`src/rtl/bicycle_pkg.sv`:
```
// Shared constants for the bicycle controller button front end and its benches.
// Channel indices map each raw button onto its bicycle_fsm input.
package bicycle_pkg;

  localparam int NUM_BUTTONS = 3;

  localparam int BTN_FASTER = 0;
  localparam int BTN_SLOWER = 1;
  localparam int BTN_NEXT   = 2;

  localparam int DEBOUNCE_CYCLES_DEF = 16;
  localparam int REPEAT_CYCLES_DEF   = 64;

  typedef enum logic {
    BTN_RELEASED = 1'b0,
    BTN_HELD     = 1'b1
  } btn_state_e;

  // Counter width able to hold n-1, never narrower than one bit.
  function automatic int cnt_width(input int n);
    return (n > 1) ? $clog2(n) : 1;
  endfunction

endpackage

```
`src/rtl/button_debounce.sv`:
```
// One button channel: 2-flop sync, debounce, press pulse; auto-repeat if BICYCLE_AUTOREPEAT_EN.
// Press-to-pulse DEBOUNCE_CYCLES+1 edges after first sample; no backpressure, pulses never merge.
module button_debounce
  import bicycle_pkg::*;
#(
  parameter int DEBOUNCE_CYCLES = DEBOUNCE_CYCLES_DEF,
  parameter int REPEAT_CYCLES   = REPEAT_CYCLES_DEF
) (
  input  logic clk,
  input  logic reset_n,
  input  logic raw,
  output logic pulse
);

  localparam int            CW      = cnt_width(DEBOUNCE_CYCLES);
  localparam logic [CW-1:0] CNT_MAX = CW'(DEBOUNCE_CYCLES - 1);

  logic          s1_q;
  logic          s2_q;
  logic          db_q;
  logic          db_d;
  logic [CW-1:0] cnt_q;
  logic [CW-1:0] cnt_d;
  logic          flip;
  btn_state_e    state_q;
  logic          pulse_q;

  // Any sample matching the debounced level restarts the mismatch count.
  always_comb begin
    db_d  = db_q;
    cnt_d = '0;
    flip  = 1'b0;
    if (s2_q != db_q) begin
      if (cnt_q == CNT_MAX) begin
        flip = 1'b1;
        db_d = ~db_q;
      end else begin
        cnt_d = cnt_q + 1'b1;
      end
    end
  end

  always_ff @(posedge clk or negedge reset_n) begin
    if (!reset_n) begin
      s1_q  <= 1'b0;
      s2_q  <= 1'b0;
      db_q  <= 1'b0;
      cnt_q <= '0;
    end else begin
      s1_q  <= raw;
      s2_q  <= s1_q;
      db_q  <= db_d;
      cnt_q <= cnt_d;
    end
  end

`ifdef BICYCLE_AUTOREPEAT_EN
  localparam int            RW      = cnt_width(REPEAT_CYCLES);
  localparam logic [RW-1:0] REP_MAX = RW'(REPEAT_CYCLES - 1);

  logic [RW-1:0] rep_q;
  logic          rep_done;

  assign rep_done = (rep_q == REP_MAX);

  always_ff @(posedge clk or negedge reset_n) begin
    if (!reset_n) begin
      rep_q <= '0;
    end else if (state_q == BTN_RELEASED || flip || rep_done) begin
      rep_q <= '0;
    end else begin
      rep_q <= rep_q + 1'b1;
    end
  end
`else
  logic unused_repeat_cfg;
  assign unused_repeat_cfg = (REPEAT_CYCLES < 2);
`endif

  // State mirrors db; a rising flip while RELEASED is the only press event.
  always_ff @(posedge clk or negedge reset_n) begin
    if (!reset_n) begin
      state_q <= BTN_RELEASED;
      pulse_q <= 1'b0;
    end else begin
      pulse_q <= 1'b0;
      case (state_q)
        BTN_RELEASED: begin
          if (flip) begin
            state_q <= BTN_HELD;
            pulse_q <= 1'b1;
          end
        end
        BTN_HELD: begin
          if (flip) begin
            state_q <= BTN_RELEASED;
          end
`ifdef BICYCLE_AUTOREPEAT_EN
          else if (rep_done) begin
            pulse_q <= 1'b1;
          end
`endif
        end
      endcase
    end
  end

  assign pulse = pulse_q;

endmodule

```
`src/rtl/bicycle_button_conditioner.sv`:
```
// Conditions the faster/slower/next buttons into one-cycle pulses for bicycle_fsm.
// Latency DEBOUNCE_CYCLES+1 edges per press; no backpressure; BICYCLE_AUTOREPEAT_EN adds repeats.
module bicycle_button_conditioner
  import bicycle_pkg::*;
#(
  parameter int DEBOUNCE_CYCLES = DEBOUNCE_CYCLES_DEF,
  parameter int REPEAT_CYCLES   = REPEAT_CYCLES_DEF
) (
  input  logic clk,
  input  logic reset_n,
  input  logic faster_raw,
  input  logic slower_raw,
  input  logic next_raw,
  output logic faster,
  output logic slower,
  output logic next
);

  logic [NUM_BUTTONS-1:0] raw_vec;
  logic [NUM_BUTTONS-1:0] pulse_vec;

  assign raw_vec[BTN_FASTER] = faster_raw;
  assign raw_vec[BTN_SLOWER] = slower_raw;
  assign raw_vec[BTN_NEXT]   = next_raw;

  for (genvar i = 0; i < NUM_BUTTONS; i++) begin : g_btn
    button_debounce #(
      .DEBOUNCE_CYCLES(DEBOUNCE_CYCLES),
      .REPEAT_CYCLES  (REPEAT_CYCLES)
    ) u_btn (
      .clk    (clk),
      .reset_n(reset_n),
      .raw    (raw_vec[i]),
      .pulse  (pulse_vec[i])
    );
  end

  assign faster = pulse_vec[BTN_FASTER];
  assign slower = pulse_vec[BTN_SLOWER];
  assign next   = pulse_vec[BTN_NEXT];

endmodule

```
`config.mk`:
```
export PLATFORM = sky130hd
export DESIGN_NAME = bicycle_button_conditioner
export DESIGN_NICKNAME = d
export VERILOG_FILES = /design/src/rtl/bicycle_pkg.sv /design/src/rtl/button_debounce.sv /design/src/rtl/bicycle_button_conditioner.sv
export SDC_FILE = /design/constraint.sdc
export NUM_CORES = 1
export LEC_CHECK = 0
export ABC_AREA = 0
export CAP_MARGIN = 0
export CORE_AREA = 2 2 59 61
export DETAILED_ROUTE_END_ITERATION = 10
export DIE_AREA = 0 0 61 63
export GPL_TIMING_DRIVEN = 0
export HOLD_SLACK_MARGIN = 0.12
export SETUP_SLACK_MARGIN = 0.1
export SYNTH_ARGS = -nofsm -noshare
export SYNTH_HDL_FRONTEND = slang
export SYNTH_SLANG_ARGS = --single-unit
```
`constraint.sdc`:
```
create_clock -name clk -period 3.55 [get_ports clk]
set_input_delay 0.71 -clock clk [delete_from_list [all_inputs] [get_ports clk]]
set_output_delay 0.71 -clock clk [all_outputs]
set_load 0.1 [all_outputs]
```
==> Word level (Yosys, flattened, before mapping) <==
Cells that the tools add are included.
{ "classes": {"addsub": 3, "n_eq_ne": 6, "mux": 24, "bitwise": 6, "reduce_logical": 3} }
{ "op_table": {"columns": ["op", "n"], "rows": [
  ["$mux W4", 6],
  ["$mux W1", 15],
  ["$add A4 B1 Y4 const B", 3],
  ["$eq A4 B4 Y1 const B", 3],
  ["$not A1 Y1", 6],
  ["$pmux W1 S2", 3],
  ["$reduce_and A2 Y1", 3],
  ["$ne A1 B1 Y1", 3]
]} }
{ "word_totals": {"reg_bits": 27, "input_bits": 5, "out_inout_bits": 3, "word_cells": 60} }

==> Longest topological paths before layout <==
{ "depth": {"word_depth": 5, "depth_mapped": 5, "ltp_nobuf": 5} }

==> Hierarchy <==
Synthesis repeated with hierarchy kept, for this count alone.
{ "unflattened": {"cells_unflattened": 72, "area_unflattened_um2": 1047.3} }
{ "by_module_without_submodules": {"columns": ["mod", "instances", "cells_each", "area_each_um2", "seq_area_each_um2"], "rows": [
  ["button_debounce", 3, 24, 349.1, 225.2]
]} }

==> Worst setup path before layout <==
No wires, ideal clock.
{ "synth_path": {"path_kind": "reg-to-output", "from": "register g_btn[0].u_btn.pulse_q", "to": "output port faster", "t_arrival_ns": 0.883, "t_required_ns": 2.840, "slack_ns": 1.957, "path_stages_with_launch": 1, "path_buffers": 0, "cell_sequence": "dfrtp_1"} }
{ "synth_lines": {"columns": ["item", "line", "text"], "rows": [
  ["from (decl)", "button_debounce.sv:26", "logic pulse_q;"],
  ["from (signal assigned)", "button_debounce.sv:84", "pulse_q <= 1'b0;"],
  ["from (signal assigned)", "button_debounce.sv:86", "pulse_q <= 1'b0;"],
  ["from (signal assigned)", "button_debounce.sv:91", "pulse_q <= 1'b1;"],
  ["to (decl)", "bicycle_button_conditioner.sv:14", "output logic faster,"]
]} }
No word-level cell between the ends.

==> Worst setup path in the final report <==
{ "layout_path": {"from": "register g_btn[0].u_btn.pulse_q", "to": "output port faster"} }
No word-level cell between the ends.

==> flow_summary.ini <==
[status]
outcome = completed

[critical_path]
end_kind = primary output
path_buf_inv = 1
cp.required_ns = 2.84
timing_worst_setup_path_type = flop to primary output
cp_cell_sequence = clkdlybuf4s50_1
crit_family = buffers and inverters
startpoint_type = flop
crit_fanout = 1
max_stage_delay_ns = 1.12
cpMaxStageDelayCell = clkdlybuf4s50_1
crit_arrival_ns = 1.78

[power]
internal-power_uw = 379.1
ir_drop_uv = 226.4
p_clk_frac = 0.257
powerDensity_nw_per_um2 = 395.6
switching_share = 0.2215
seqPwrFrac = 0.678
p_leak_nw = 0.5658
p_switching_uw = 107.9
power_frac_comb = 0.065

[placed_design]
port_buffers = 7
pre_cts_ws_ns = 1.404
dp_hpwl_um = 943.6
place_area_sq_um = 1205
dp.cells = 131
place.gp.congestion = 0.6131

[final_layout]
nNetsFinal = 101
fin_area_sq_um = 1231
fillerInstances = 316
drive_gt1_frac = 0.1573
diodes = 0
seqCellArea_sq_um = 675.6
multiInputGateArea_sq_um = 367.9
syn2layout_area_growth_pct = 14.29
fin_cells = 135
final_common_cell = dfrtp_1
layout_common_cells = dfrtp_1, inv_1, clkdlybuf4s50_1

[routing]
ant_nets = 0
drc = 0
first_pass_iters = 2
via_count = 567
drt_wl_total_mm = 1.310
wire_per_inst_um = 9.704
viasPerCell = 4.200
drt_iter0_drc = 6

[clocking]
cts_tree = built
htree_num_levels = 1
clk_latency_ns = 0.31
clk_pin_slew_ns = 0.13
clock_path_buffers = 2
post_cts_buffers = 0
cts_sinks = 27
postCtsHoldBufs = 0
cts_buffers = 3
root_buffer = clkbuf_4
ctsResizeCount = 0

[synth]
synth_area_sq_um = 1077
syn_inst = 78
yosys_warnings = 0
synth_cell_types = 13
synth_area_per_cell_sq_um = 13.81
synth-seq-cells = 27
yosysSeqAreaShare = 0.6272
syn_nets = 89

[sta]
fin_crit_sh = 0.7009
worst_slew_pin_slew_ns = 1.142
finalHoldViolations = 0
setup_slack_ns = 1.062
finalClockSkew_ns = 0.002622
fmaxAchievable_mhz = 401.9
finalSetupViolCount = 0
rsz0062_at_grt = false
relSlewSlack = 0.2363
tns_ns = 0
slew_violations = 0
period_minus_slack_ns = 2.488

[floorplanning]
coreArea_sq_um = 3232
die_w_um = 61
start_util = 0.3333
die_area_sq_um = 3843
rows = 21
io_pins = 8
die_y_um = 63

[job]
max_cap_viol_count = 0

[global_route]
antenna_found_initial = 0
track_usage = 0.08085
grt_pass1_vias = 564
grt_max_degree = 28
grt_pass1_wl_mm = 2.373
overflow = 0

[hold_path]
hold_class = flop to flop
## stage by stage
stage / utilization / power, mW / hold WS (ns)
after detailed placement: 0.3728 / 0.3686 / 0.3395
after CTS: 0.3810 / 0.4976 / 0.3674
final: 0.3810 / 0.4870 / 0.3639
after global routing: 0.3810 / 0.5166 / 0.3776
after global placement: 0.3728 / 0.3665 / 0.3327
after floorplan: - / 0.3530 / 0.3312
## registers in the layout, summed over array words and instances (netlist names)
name                 flops
g_btn.u_btn.db_q         3
g_btn.u_btn.s2_q         3
g_btn.u_btn.cnt_q       12
g_btn.u_btn.pulse        3
g_btn.u_btn.state_q      3
g_btn.u_btn.s1_q         3
## power by group through the flow
stage	registers [mW]	clock network, mW	logic (mW)
after floorplan	0.334	0	0.0191
after global placement	0.335	0	0.0314
after detailed placement	0.336	0	0.0323
after CTS	0.330	0.135	0.0327
after global routing	0.332	0.146	0.0380
final	0.330	0.125	0.0316
## synthesized netlist by cell type (all sizes together)
library cell,instances,share of area
o21ai,3,0.014
nand4b,3,0.024
nor3b,3,0.035
nor2,6,0.021
xnor2,6,0.063
ha,6,0.070
inv,9,0.031
nand3,3,0.028
a21oi,6,0.028
mux2,3,0.042
nor2b,3,0.017
dfrtp,27,0.63
## final timing paths
| check | start | endpoint | slack (ns) | cells past startpoint |
|---|---|---|---|---|
| max in group asynchronous | reset_n | g_btn[2].u_btn.cnt_q[1]$_DFF_PN0_ | 1.88 | 1 |
| hold / removal | g_btn[0].u_btn.s1_q$_DFF_PN0_ | g_btn[0].u_btn.s2_q$_DFF_PN0_ | 0.36 | 0 |
| hold reg to reg | g_btn[0].u_btn.s1_q$_DFF_PN0_ | g_btn[0].u_btn.s2_q$_DFF_PN0_ | 0.36 | 0 |
| min in group asynchronous | reset_n | g_btn[0].u_btn.cnt_q[2]$_DFF_PN0_ | 1.00 | 1 |
| setup reg to reg | g_btn[0].u_btn.db_q$_DFFE_PN0P_ | g_btn[0].u_btn.state_q$_DFF_PN0_ | 2.22 | 4 |
| setup / recovery | g_btn[0].u_btn.pulse$_DFF_PN0_ | faster | 1.06 | 1 |
## metal layers
metal	vias up	wire (um)	share of wire	track usage
met5	-	0	0	0
met4	0	0	0	0.04076
met3	0	39	0.030	0.01863
met2	6	644	0.49	0.1116
met1	283	626	0.48	0.1167
li1	278	-	-	-
## final cells by class
cell class	instances	share of cell area
flip-flops and latches	27	0.5488
multi-input cells	42	0.2988
inverters	9	0.02744
repair buffers	7	0.05691
clock buffers	4	0.02134
well taps	46	0.04675
## cells by family after synthesis
group	Yosys count	synth area share
xor gates and xnor gates	6	0.06271
buffers and inverters	9	0.03136
muxes	3	0.04181
DFF	27	0.6272
and+or+nand+nor	18	0.1254
adders and majority gates	6	0.06968
AOI/OAI and AO/OA	9	0.04181
## worst register-to-register path: cells and delay by family (launching register included)
family                     cells  cell delay [ns]
xor gates and xnor gates       1             0.40
adders and majority gates      1             0.29
buffers and inverters          1             0.03
DFF                            1             0.42
and+or+nand+nor                1             0.11
Power figures use the tool's default switching activity.
